`src/rtl/obstacle_scheduler_if.sv`:
```
// Launch bus between the obstacle scheduler
// and the obstacle generators.
interface obstacle_scheduler_if;
  logic [3:0] done_in;
  logic [3:0] working_in;
  logic [3:0] selected;
  logic       done_control;

  modport master (
    input  done_in,
    input  working_in,
    output selected,
    output done_control
  );

  modport slave (
    output done_in,
    output working_in,
    input  selected,
    input  done_control
  );
endinterface

```
`src/rtl/obstacle_scheduler.sv`:
```
// Round sequencer: picks obstacles pseudo-randomly,
// launches them, waits for done, declares the win.
module obstacle_scheduler #(
  parameter int unsigned GAP_CYCLES       = 32000000,
  parameter int unsigned TIMEOUT_CYCLES   = 2000000000,
  parameter int unsigned OBSTACLES_TO_WIN = 8,
  parameter logic [7:0]  LFSR_SEED        = 8'hA5
) (
  input  logic                 pclk,
  input  logic                 rst,
  input  logic                 game_on,
  input  logic                 menu_on,
  input  logic                 play_selected,
  obstacle_scheduler_if.master obs,
  output logic                 obstacle_active,
  output logic [7:0]           cleared_count,
  output logic                 timeout_err,
  output logic                 game_won
);

  typedef enum logic [2:0] {
    S_IDLE,
    S_GAP,
    S_LAUNCH,
    S_RUN,
    S_WON
  } state_t;

  localparam logic [31:0] GAP_LAST = 32'(GAP_CYCLES - 1);
  localparam logic [31:0] WD_LAST  = 32'(TIMEOUT_CYCLES - 1);
  localparam logic [7:0]  WIN_CNT  = 8'(OBSTACLES_TO_WIN);

  state_t      r_state, w_state_n;
  logic [7:0]  r_lfsr;
  logic [1:0]  r_last, w_last_n;
  logic [31:0] r_gap, w_gap_n;
  logic [31:0] r_wd, w_wd_n;
  logic [3:0]  r_sel, w_sel_n;
  logic [7:0]  r_cnt, w_cnt_n;
  logic        r_dc, r_active, r_terr, r_won;
  logic        w_terr_n;
  logic        w_abort, w_start, w_done, w_fb;
  logic [1:0]  w_idx;
  logic [7:0]  w_cnt_inc;
  logic        w_unused;

  assign w_abort   = menu_on | ~play_selected;
  assign w_start   = game_on & play_selected & ~menu_on;
  assign w_done    = obs.done_in[r_last];
  assign w_fb      = r_lfsr[7] ^ r_lfsr[5]
                   ^ r_lfsr[4] ^ r_lfsr[3];
  // Step off the previous index to avoid repeats.
  assign w_idx     = (r_lfsr[1:0] == r_last)
                   ? r_lfsr[1:0] + 2'd1
                   : r_lfsr[1:0];
  assign w_cnt_inc = (r_cnt == 8'hFF) ? r_cnt
                   : r_cnt + 8'd1;
  assign w_unused  = ^obs.working_in;

  always_comb begin
    w_state_n = r_state;
    w_last_n  = r_last;
    w_gap_n   = r_gap;
    w_wd_n    = r_wd;
    w_sel_n   = r_sel;
    w_cnt_n   = r_cnt;
    w_terr_n  = 1'b0;
    if (w_abort && r_state != S_IDLE) begin
      w_state_n = S_IDLE;
      w_sel_n   = 4'd0;
      w_gap_n   = 32'd0;
      w_wd_n    = 32'd0;
    end else begin
      unique case (r_state)
        S_IDLE: begin
          w_gap_n = 32'd0;
          w_wd_n  = 32'd0;
          if (w_start) begin
            w_state_n = S_GAP;
            w_cnt_n   = 8'd0;
          end
        end
        S_GAP: begin
          if (r_gap == GAP_LAST) begin
            w_state_n = S_LAUNCH;
            w_gap_n   = 32'd0;
            w_sel_n   = 4'b0001 << w_idx;
            w_last_n  = w_idx;
          end else begin
            w_gap_n = r_gap + 32'd1;
          end
        end
        S_LAUNCH: begin
          w_state_n = S_RUN;
          w_wd_n    = 32'd0;
        end
        S_RUN: begin
          // A done beats a coincident watchdog expiry.
          if (w_done) begin
            w_cnt_n   = w_cnt_inc;
            w_sel_n   = 4'd0;
            w_wd_n    = 32'd0;
            w_state_n = (w_cnt_inc == WIN_CNT)
                      ? S_WON : S_GAP;
          end else if (r_wd == WD_LAST) begin
            w_terr_n  = 1'b1;
            w_sel_n   = 4'd0;
            w_wd_n    = 32'd0;
            w_state_n = S_GAP;
          end else begin
            w_wd_n = r_wd + 32'd1;
          end
        end
        S_WON: begin
          w_state_n = S_WON;
        end
        default: begin
          w_state_n = S_IDLE;
        end
      endcase
    end
  end

  always_ff @(posedge pclk) begin
    if (!rst) begin
      r_state  <= S_IDLE;
      r_lfsr   <= LFSR_SEED;
      r_last   <= 2'd3;
      r_gap    <= 32'd0;
      r_wd     <= 32'd0;
      r_sel    <= 4'd0;
      r_cnt    <= 8'd0;
      r_dc     <= 1'b0;
      r_active <= 1'b0;
      r_terr   <= 1'b0;
      r_won    <= 1'b0;
    end else begin
      r_state  <= w_state_n;
      r_lfsr   <= {r_lfsr[6:0], w_fb};
      r_last   <= w_last_n;
      r_gap    <= w_gap_n;
      r_wd     <= w_wd_n;
      r_sel    <= w_sel_n;
      r_cnt    <= w_cnt_n;
      r_dc     <= (w_state_n == S_LAUNCH);
      r_active <= (w_state_n == S_RUN);
      r_terr   <= w_terr_n;
      r_won    <= (w_state_n == S_WON);
    end
  end

  assign obs.selected     = r_sel;
  assign obs.done_control = r_dc;
  assign obstacle_active  = r_active;
  assign cleared_count    = r_cnt;
  assign timeout_err      = r_terr;
  assign game_won         = r_won;

endmodule

```
`src/flat_wrapper.sv`:
```
// flat-port wrapper written by rule: the top's interface ports become plain ports
module obstacle_scheduler_flat 
#(
  parameter int unsigned GAP_CYCLES       = 32000000,
  parameter int unsigned TIMEOUT_CYCLES   = 2000000000,
  parameter int unsigned OBSTACLES_TO_WIN = 8,
  parameter logic [7:0]  LFSR_SEED        = 8'hA5
)
  (pclk, rst, game_on, menu_on, play_selected, obstacle_active, cleared_count, timeout_err, game_won, obs_done_in, obs_working_in, obs_selected, obs_done_control);
  obstacle_scheduler_if obs_i ();
  input  logic pclk;
  input  logic rst;
  input  logic game_on;
  input  logic menu_on;
  input  logic play_selected;
  output logic obstacle_active;
  output logic [7:0] cleared_count;
  output logic timeout_err;
  output logic game_won;
  input wire logic [$bits(obs_i.done_in)-1:0] obs_done_in;
  input wire logic [$bits(obs_i.working_in)-1:0] obs_working_in;
  output wire logic [$bits(obs_i.selected)-1:0] obs_selected;
  output wire logic [$bits(obs_i.done_control)-1:0] obs_done_control;
  assign obs_i.done_in = obs_done_in;
  assign obs_i.working_in = obs_working_in;
  assign obs_selected = obs_i.selected;
  assign obs_done_control = obs_i.done_control;
  obstacle_scheduler #(.GAP_CYCLES(GAP_CYCLES), .TIMEOUT_CYCLES(TIMEOUT_CYCLES), .OBSTACLES_TO_WIN(OBSTACLES_TO_WIN), .LFSR_SEED(LFSR_SEED)) u_core (.pclk(pclk), .rst(rst), .game_on(game_on), .menu_on(menu_on), .play_selected(play_selected), .obs(obs_i), .obstacle_active(obstacle_active), .cleared_count(cleared_count), .timeout_err(timeout_err), .game_won(game_won));
endmodule
```
`config.mk`:
```
export PLATFORM = sky130hd
export DESIGN_NAME = obstacle_scheduler_flat
export DESIGN_NICKNAME = d
export VERILOG_FILES = /design/src/rtl/obstacle_scheduler_if.sv /design/src/rtl/obstacle_scheduler.sv /design/src/flat_wrapper.sv
export SDC_FILE = /design/constraint.sdc
export NUM_CORES = 1
export LEC_CHECK = 0
export CAP_MARGIN = 20
export CORE_MARGIN = 5
export CORE_UTILIZATION = 55
export DETAILED_ROUTE_END_ITERATION = 10
export PLACE_DENSITY = 0.74
export SETUP_SLACK_MARGIN = 0.5
export SLEW_MARGIN = 20
export SYNTH_ARGS = -nofsm -noshare
export SYNTH_HDL_FRONTEND = slang
export SYNTH_SLANG_ARGS = --single-unit
```
`constraint.sdc`:
```
create_clock -name pclk -period 2.7 [get_ports pclk]
set_clock_uncertainty 0.1 [all_clocks]
set_input_delay 0.405 -clock pclk [delete_from_list [all_inputs] [get_ports pclk]]
set_output_delay 0.405 -clock pclk [all_outputs]
set_load 0.01 [all_outputs]
```
==> results.py, run 1 <==
metrics = {
    "run_status": {
        "run_status": "finished clean",
    },
    "placement": {
        "gp_congestion": 0.8331,
        "io_buffers": 24,
        "place_area_um2": 5059,
        "hpwlAfterDp_um": 7254,
    },
    "synth": {
        "syn_area_per_cell_um2": 8.154,
        "netlist_area_um2": 4607,
        "synth_cells": 565,
        "synth-edff-count": 0,
        "syn_nets": 581,
        "synth_seq_cells": 93,
        "ys.flop_type": "dfxtp_1",
        "synth-async-reset-ratio": 0,
        "yosys_warnings": 0,
        "synth-seq-area-share": 0.4041,
        "synth_cell_types": 61,
    },
    "cts": {
        "clock_latency_ns": 0.37,
        "clkSinkCount": 93,
        "clk_pin_slew_ns": 0.09,
        "h-tree-depth": 3,
        "cts_tree": "built",
        "clk_path_buf_depth": 2,
        "cts_root_buf": "clkbuf_8",
        "cts_buffers": 9,
        "ctsHoldBuffers": 0,
    },
    "pwr": {
        "peakVddDrop_mv": 0.2993,
        "power_density_nw_per_um2": 421.4,
        "power_frac_comb": 0.059,
        "pwr-share-seq": 0.556,
        "p_clk_frac": 0.385,
        "finalPower_mw": 2.503,
        "p_switching_uw": 616.2,
        "intPower_mw": 1.886,
        "p_leak_nw": 2.114,
        "swShare": 0.2462,
    },
    "timing": {
        "fin_crit_ns": 2.253,
        "relSlewSlack": 0.7006,
        "max_slew.worst_pin.slew_ns": 0.4474,
        "period_share": 0.8346,
        "max_freq_mhz": 443.8,
        "rsz0062_at_grt": "yes",
        "fin_tns_setup_ns": 0,
        "setup_viol": 0,
        "hold_viol": 0,
        "slew_viol_final": 0,
    },
    "global_routing": {
        "grt_pass1_wl_um": 18300,
        "met2_usage": 0.3566,
        "met3_usage": 0.03512,
        "antenna_found_initial": 0,
        "grt_busiest_layer": "met2",
        "grt_pass1_vias": 4009,
        "grt_max_degree": 33,
        "use_met1": 0.2925,
        "grt_overflow_total": 0,
        "grt_use_total": 0.2172,
    },
    "worst_setup_path": {
        "timing.critical_path.buf_inv": 0,
        "critPathLaunchType": "flip-flop",
        "crit_type": "reg -> reg",
        "cp.required_ns": 2.86,
        "crit_arrival_ns": 2.41,
        "crit_path_end_kind": "flip-flop",
        "path_common_cell": "or4_4",
        "path_max_fanout": 8,
        "cpLargestDelayFamily": "simple AND/OR/NAND/NOR gates",
        "slowest_delay_ns": 0.53,
        "crit_chain": "nand4_4 -> or4_4 -> or4_4 -> nand2_8 -> nor3_2 -> a211o_1",
        "crit_slowest_cell": "or4_4",
    },
    "floorplanning": {
        "row_count": 33,
        "core_um2": 8175,
        "initial_core_util": 0.5635,
        "fp.dieArea_um2": 10310,
        "chipWidth_um": 101.5,
        "dieHeight_um": 101.5,
        "io_pins": 29,
    },
    "cells_and_area": {
        "fin_nets": 647,
        "antennaDiodeCount": 0,
        "area_growth_pct": 28.90,
        "layout-drive-gt1-share": 0.2280,
        "fin_area_um2": 5938,
    },
    "route": {
        "ant_nets": 0,
        "drt_wl_total_um": 12340,
        "drt_iter0_drc": 247,
        "drc": 0,
        "viasPerCell": 6.152,
        "first_pass_iters": 8,
        "route.detailed.wl_per_inst_um": 16.65,
        "vias": 4559,
    },
    "hold_path": {
        "hold_class": "reg -> reg",
    },
    "run": {
        "maxCapViolations": 0,
    },
}
==> registers in the layout (all words and copies together), names as in the netlist, 2 cells and up <==
signal,flops
u_core.obs.selected,4
u_core.r_state,3
u_core.r_wd,32
u_core.r_lfsr,8
u_core.cleared_count,8
u_core.r_gap,32
u_core.r_last,2
==> cell usage in the layout, fill, tap and decap left out, drive strengths merged, types with 10 or more instances in the layout <==
master         count
a21o              12
a21oi             16
and2              10
and3              11
buf               46
clkbuf            12
clkdlybuf4s50     24
dfxtp             93
inv               13
nand2             68
nand3             43
nand4             15
nor2              72
nor3              28
nor4              14
o21ai             20
xnor2             21
xor2              15
==> power groups by stage <==
stage / clock, mW / combinational (mW) / sequential (mW)
after floorplan: 0 / 0.0821 / 1.43
after global placement: 0 / 0.118 / 1.43
after detailed placement: 0 / 0.121 / 1.43
after CTS: 0.973 / 0.130 / 1.39
after global routing: 1.02 / 0.163 / 1.39
final: 0.963 / 0.148 / 1.39
==> cell usage after synthesis (3+ instances only) <==
master | count | area (um^2)
dfxtp_1 | 93 | 1862
nor2_1 | 71 | 266.5
nand2_1 | 65 | 244.0
nand3_1 | 42 | 210.2
nor3_1 | 28 | 140.1
xnor2_1 | 21 | 183.9
a21oi_1 | 16 | 80.08
clkbuf_1 | 16 | 60.06
o21ai_0 | 15 | 75.07
xor2_1 | 15 | 131.4
nand4_1 | 14 | 87.58
a21o_1 | 12 | 90.09
nor4_1 | 12 | 75.07
and3_1 | 11 | 68.82
inv_1 | 11 | 41.29
and2_1 | 10 | 62.56
nand2b_1 | 8 | 50.05
or3_1 | 8 | 50.05
mux2i_1 | 7 | 70.07
a31oi_1 | 6 | 37.54
a211oi_1 | 5 | 37.54
and4_1 | 5 | 43.79
o21ai_1 | 5 | 25.02
o22ai_1 | 5 | 31.28
or4_1 | 4 | 30.03
a211o_1 | 3 | 26.28
a221o_1 | 3 | 30.03
a311oi_1 | 3 | 26.28
ha_1 | 3 | 37.54
nor2b_1 | 3 | 18.77
o21a_1 | 3 | 22.52
o31ai_1 | 3 | 22.52
==> final timing paths <==
path	start	end	slack, ns	depth (start not counted)
max	u_core.r_gap[7]$_SDFFE_PP0P_	u_core.r_gap[20]$_SDFFE_PP0P_	0.45	6
min	u_core.r_lfsr[6]$_SDFF_PN0_	u_core.r_lfsr[7]$_SDFF_PN1_	0.34	1
max reg2reg	u_core.r_gap[7]$_SDFFE_PP0P_	u_core.r_gap[20]$_SDFFE_PP0P_	0.45	6
min reg2reg	u_core.r_lfsr[6]$_SDFF_PN0_	u_core.r_lfsr[7]$_SDFF_PN1_	0.34	1
==> area by class of cell <==
type | count | area [um^2]
Multi-Input combinational cell | 444 | 2979
Clock inverter | 6 | 71.32
Fill cell | 612 | 2237
Sequential cell | 93 | 1912
Timing Repair Buffer | 72 | 675.6
Clock buffer | 10 | 127.6
Tap cell | 105 | 131.4
Inverter | 11 | 41.29
==> per-stage QoR <==
stage                     setup slack (ns)  std cells  hold WS [ns]  utilization
after floorplan                     0.4289        565        0.2863            -
after global placement              0.2560        694        0.2981       0.6188
after detailed placement            0.2412        694        0.3298       0.6188
after CTS                           0.4968        722        0.3496       0.6745
after global routing                0.3312        741        0.3555       0.7264
final                               0.4466        741        0.3413       0.7264
==> worst reg2reg max path: stages (launching register included) <==
cell     delay (ns)
dfxtp_4        0.39
nand4_4        0.13
or4_4          0.53
or4_4          0.53
nand2_8        0.16
nor3_2         0.04
a211o_1        0.26
==> logic make-up after synthesis <==
| family | Yosys count | share of synthesized area |
|---|---|---|
| flip-flops | 93 | 0.4041 |
| AO/OA/AOI/OAI | 93 | 0.1353 |
| adder cells (fa/ha/maj) | 3 | 0.008149 |
| multiplexers | 8 | 0.02010 |
| buffers and inverters | 29 | 0.02689 |
| XOR/XNOR | 36 | 0.06844 |
| AND/OR/NAND/NOR | 303 | 0.3370 |
==> layer usage <==
layer / routed length, um / vias to the layer above
met3: 794 / 29
met1: 5277 / 2203
li1: - / 2164
met2: 5993 / 163
met5: 0 / -
met4: 269 / 0
==> repair_timing <==
action | 4_1_cts | 5_1_grt
gates resized for setup | 43 | 58
buffers inserted | 11 | 16
pin swaps | 15 | 24
setup endpoints to repair | 57 | 75
endpoints found under the hold margin | 0 | 0
gates cloned | 1 | 3
Power figures use the tool's default switching activity.
==> inputs of run 2 (changes only) <==
--- a/config.mk
+++ b/config.mk
@@ -7,7 +7,7 @@
 export LEC_CHECK = 0
 export CAP_MARGIN = 20
 export CORE_MARGIN = 5
-export CORE_UTILIZATION = 55
+export CORE_UTILIZATION = 53
 export DETAILED_ROUTE_END_ITERATION = 10
 export PLACE_DENSITY = 0.74
 export SETUP_SLACK_MARGIN = 0.5
==> constraint.sdc (replaced) <==
create_clock -name pclk -period 1.9 [get_ports pclk]
set_clock_uncertainty 0.1 [all_clocks]
set_input_delay 0.285 -clock pclk [delete_from_list [all_inputs] [get_ports pclk]]
set_output_delay 0.285 -clock pclk [all_outputs]
set_load 0.01 [all_outputs]
==> results.py, run 2 (same netlist as run 1, synthesis figures left out) <==
metrics = {
    "pwr": {
        "p_leak_nw": 3.019,
        "swShare": 0.2731,
        "p_clk_frac": 0.377,
        "power_frac_comb": 0.098,
        "peakVddDrop_mv": 0.5278,
        "pwr-share-seq": 0.526,
        "intPower_mw": 2.736,
        "power_density_nw_per_um2": 485.7,
        "p_switching_mw": 1.028,
    },
    "placement": {
        "hpwlAfterDp_um": 9176,
        "place_area_um2": 6128,
        "io_buffers": 24,
        "gp_congestion": 0.8616,
    },
    "timing": {
        "setup_slack_ns": -0.4593,
        "max_freq_mhz": 423.9,
        "slew_viol_final": 0,
        "relSlewSlack": 0.6898,
        "setup_viol": 83,
        "rsz0062_at_grt": "yes",
        "fin_tns_setup_ns": -25.96,
        "max_slew.worst_pin.slew_ns": 0.4631,
        "period_share": 1.242,
        "hold_viol": 0,
        "fin_crit_ns": 2.359,
    },
    "route": {
        "drt_iter0_drc": 600,
        "drt_wl_total_um": 22550,
        "ant_nets": 0,
        "drc": 0,
        "viasPerCell": 6.929,
        "vias": 6077,
        "first_pass_iters": 7,
        "route.detailed.wl_per_inst_um": 25.71,
    },
    "hold_path": {
        "hold_class": "reg -> reg",
    },
    "global_routing": {
        "grt_max_degree": 24,
        "grt_use_total": 0.3062,
        "grt_overflow_total": 0,
        "grt_pass1_vias": 5384,
        "grt_pass1_wl_um": 25630,
        "antenna_found_initial": 0,
    },
    "floorplanning": {
        "row_count": 34,
        "chipWidth_um": 103.2,
        "dieHeight_um": 103.2,
        "io_pins": 29,
        "core_um2": 8593,
        "initial_core_util": 0.5361,
        "fp.dieArea_um2": 10660,
    },
    "cts": {
        "ctsHoldBuffers": 0,
        "clock_latency_ns": 0.40,
        "cts_root_buf": "clkbuf_8",
        "cts_tree": "built",
        "clkSinkCount": 93,
        "clk_pin_slew_ns": 0.11,
        "h-tree-depth": 3,
        "cts_buffers": 9,
        "clk_path_buf_depth": 2,
    },
    "worst_setup_path": {
        "crit_arrival_ns": 2.53,
        "cp.required_ns": 2.08,
        "critPathLaunchType": "flip-flop",
        "crit_path_end_kind": "flip-flop",
        "crit_type": "reg -> reg",
        "path_max_fanout": 5,
    },
    "cells_and_area": {
        "layout_commonest_cell": "buf_4",
        "top_regs": "u_core.r_gap (32), u_core.r_wd (32)",
        "layout-drive-gt1-share": 0.5046,
        "most-common-layout-cells": "buf_4 (126), dfxtp_1 (67), nand2_1 (53), buf_6 (46), nor2_1 (34)",
        "fin_nets": 781,
        "area_growth_pct": 68.20,
        "fin_area_um2": 7749,
        "antennaDiodeCount": 0,
    },
    "run": {
        "maxCapViolations": 0,
    },
    "run_status": {
        "violations": "negative setup slack",
        "run_status": "complete, but fails checks",
    },
}
run 2: per-layer routing:
metal	wire length, um	share of wire	track usage
met5	0	0	0
met2	10560	0.47	0.5451
met4	1854	0.082	0.1245
met3	2438	0.11	0.05500
met1	7701	0.34	0.3631
run 2: cell type report:
| class | instances | area (um^2) |
|---|---|---|
| inverter | 11 | 41.29 |
| clock buffer | 10 | 127.6 |
| fill | 286 | 844.6 |
| sequential | 93 | 1912 |
| clock inverter | 5 | 61.31 |
| timing repair buffer | 205 | 1936 |
| multi-input combinational | 445 | 3536 |
| tap | 108 | 135.1 |
run 2: worst paths after layout:
check | cells after the start | slack [ns] | from | to
max | 8 | -0.46 | u_core.cleared_count[0]$_SDFFE_PN0P_ | u_core.game_won$_SDFF_PN0_
min | 1 | 0.36 | u_core.r_lfsr[2]$_SDFF_PN1_ | u_core.r_lfsr[3]$_SDFF_PN0_
max reg2reg | 8 | -0.46 | u_core.cleared_count[0]$_SDFFE_PN0P_ | u_core.game_won$_SDFF_PN0_
min reg2reg | 1 | 0.36 | u_core.r_lfsr[2]$_SDFF_PN1_ | u_core.r_lfsr[3]$_SDFF_PN0_
run 2: worst max-delay path, stage by stage (launching register included):
cell and delay (ns):
dfxtp_4 0.39, buf_12 0.13, buf_4 0.13, a21boi_0 0.23
a21oi_1 0.14, a2bb2oi_1 0.18, nor4bb_4 0.41, a32oi_2 0.20
nor2_1 0.31
run 2: timing repair:
item,4_1_cts,5_1_grt
resized for setup,145,122
setup buffers,31,21
cloned,5,1
pin swaps,41,46
setup endpoints to repair,101,95
run 2: metrics by stage:
stage / power (mW) / hold slack, ns / cells / utilization / worst slack (ns)
2_1_floorplan: 2.157 / 0.2863 / 565 / - / -0.3705
3_3_place_gp: 2.236 / 0.2978 / 804 / 0.7132 / -0.3792
3_5_place_dp: 2.244 / 0.3055 / 804 / 0.7132 / -0.4166
4_1_cts: 3.590 / 0.3299 / 855 / 0.8181 / -0.3234
5_1_grt: 3.847 / 0.3795 / 877 / 0.9017 / -0.5324
6_report: 3.763 / 0.3629 / 877 / 0.9017 / -0.4593
run 2: power by group through the flow:
stage / logic (mW) / registers, mW / clock network [mW]
CTS: 0.277 / 1.98 / 1.34
detailed placement: 0.218 / 2.03 / 0
floorplan: 0.131 / 2.03 / 0
global placement: 0.210 / 2.03 / 0
finish: 0.367 / 1.98 / 1.42
global route: 0.375 / 1.98 / 1.49
==> inputs of run 3 (changes only) <==
--- a/config.mk
+++ b/config.mk
@@ -5,6 +5,7 @@
 export SDC_FILE = /design/constraint.sdc
 export NUM_CORES = 1
 export LEC_CHECK = 0
+export ABC_CLOCK_PERIOD_IN_PS = 1900
 export CAP_MARGIN = 20
 export CORE_MARGIN = 5
 export CORE_UTILIZATION = 53
==> results of run 3 <==
No change in the layout: final DEF, timing and power equal those of run 2.
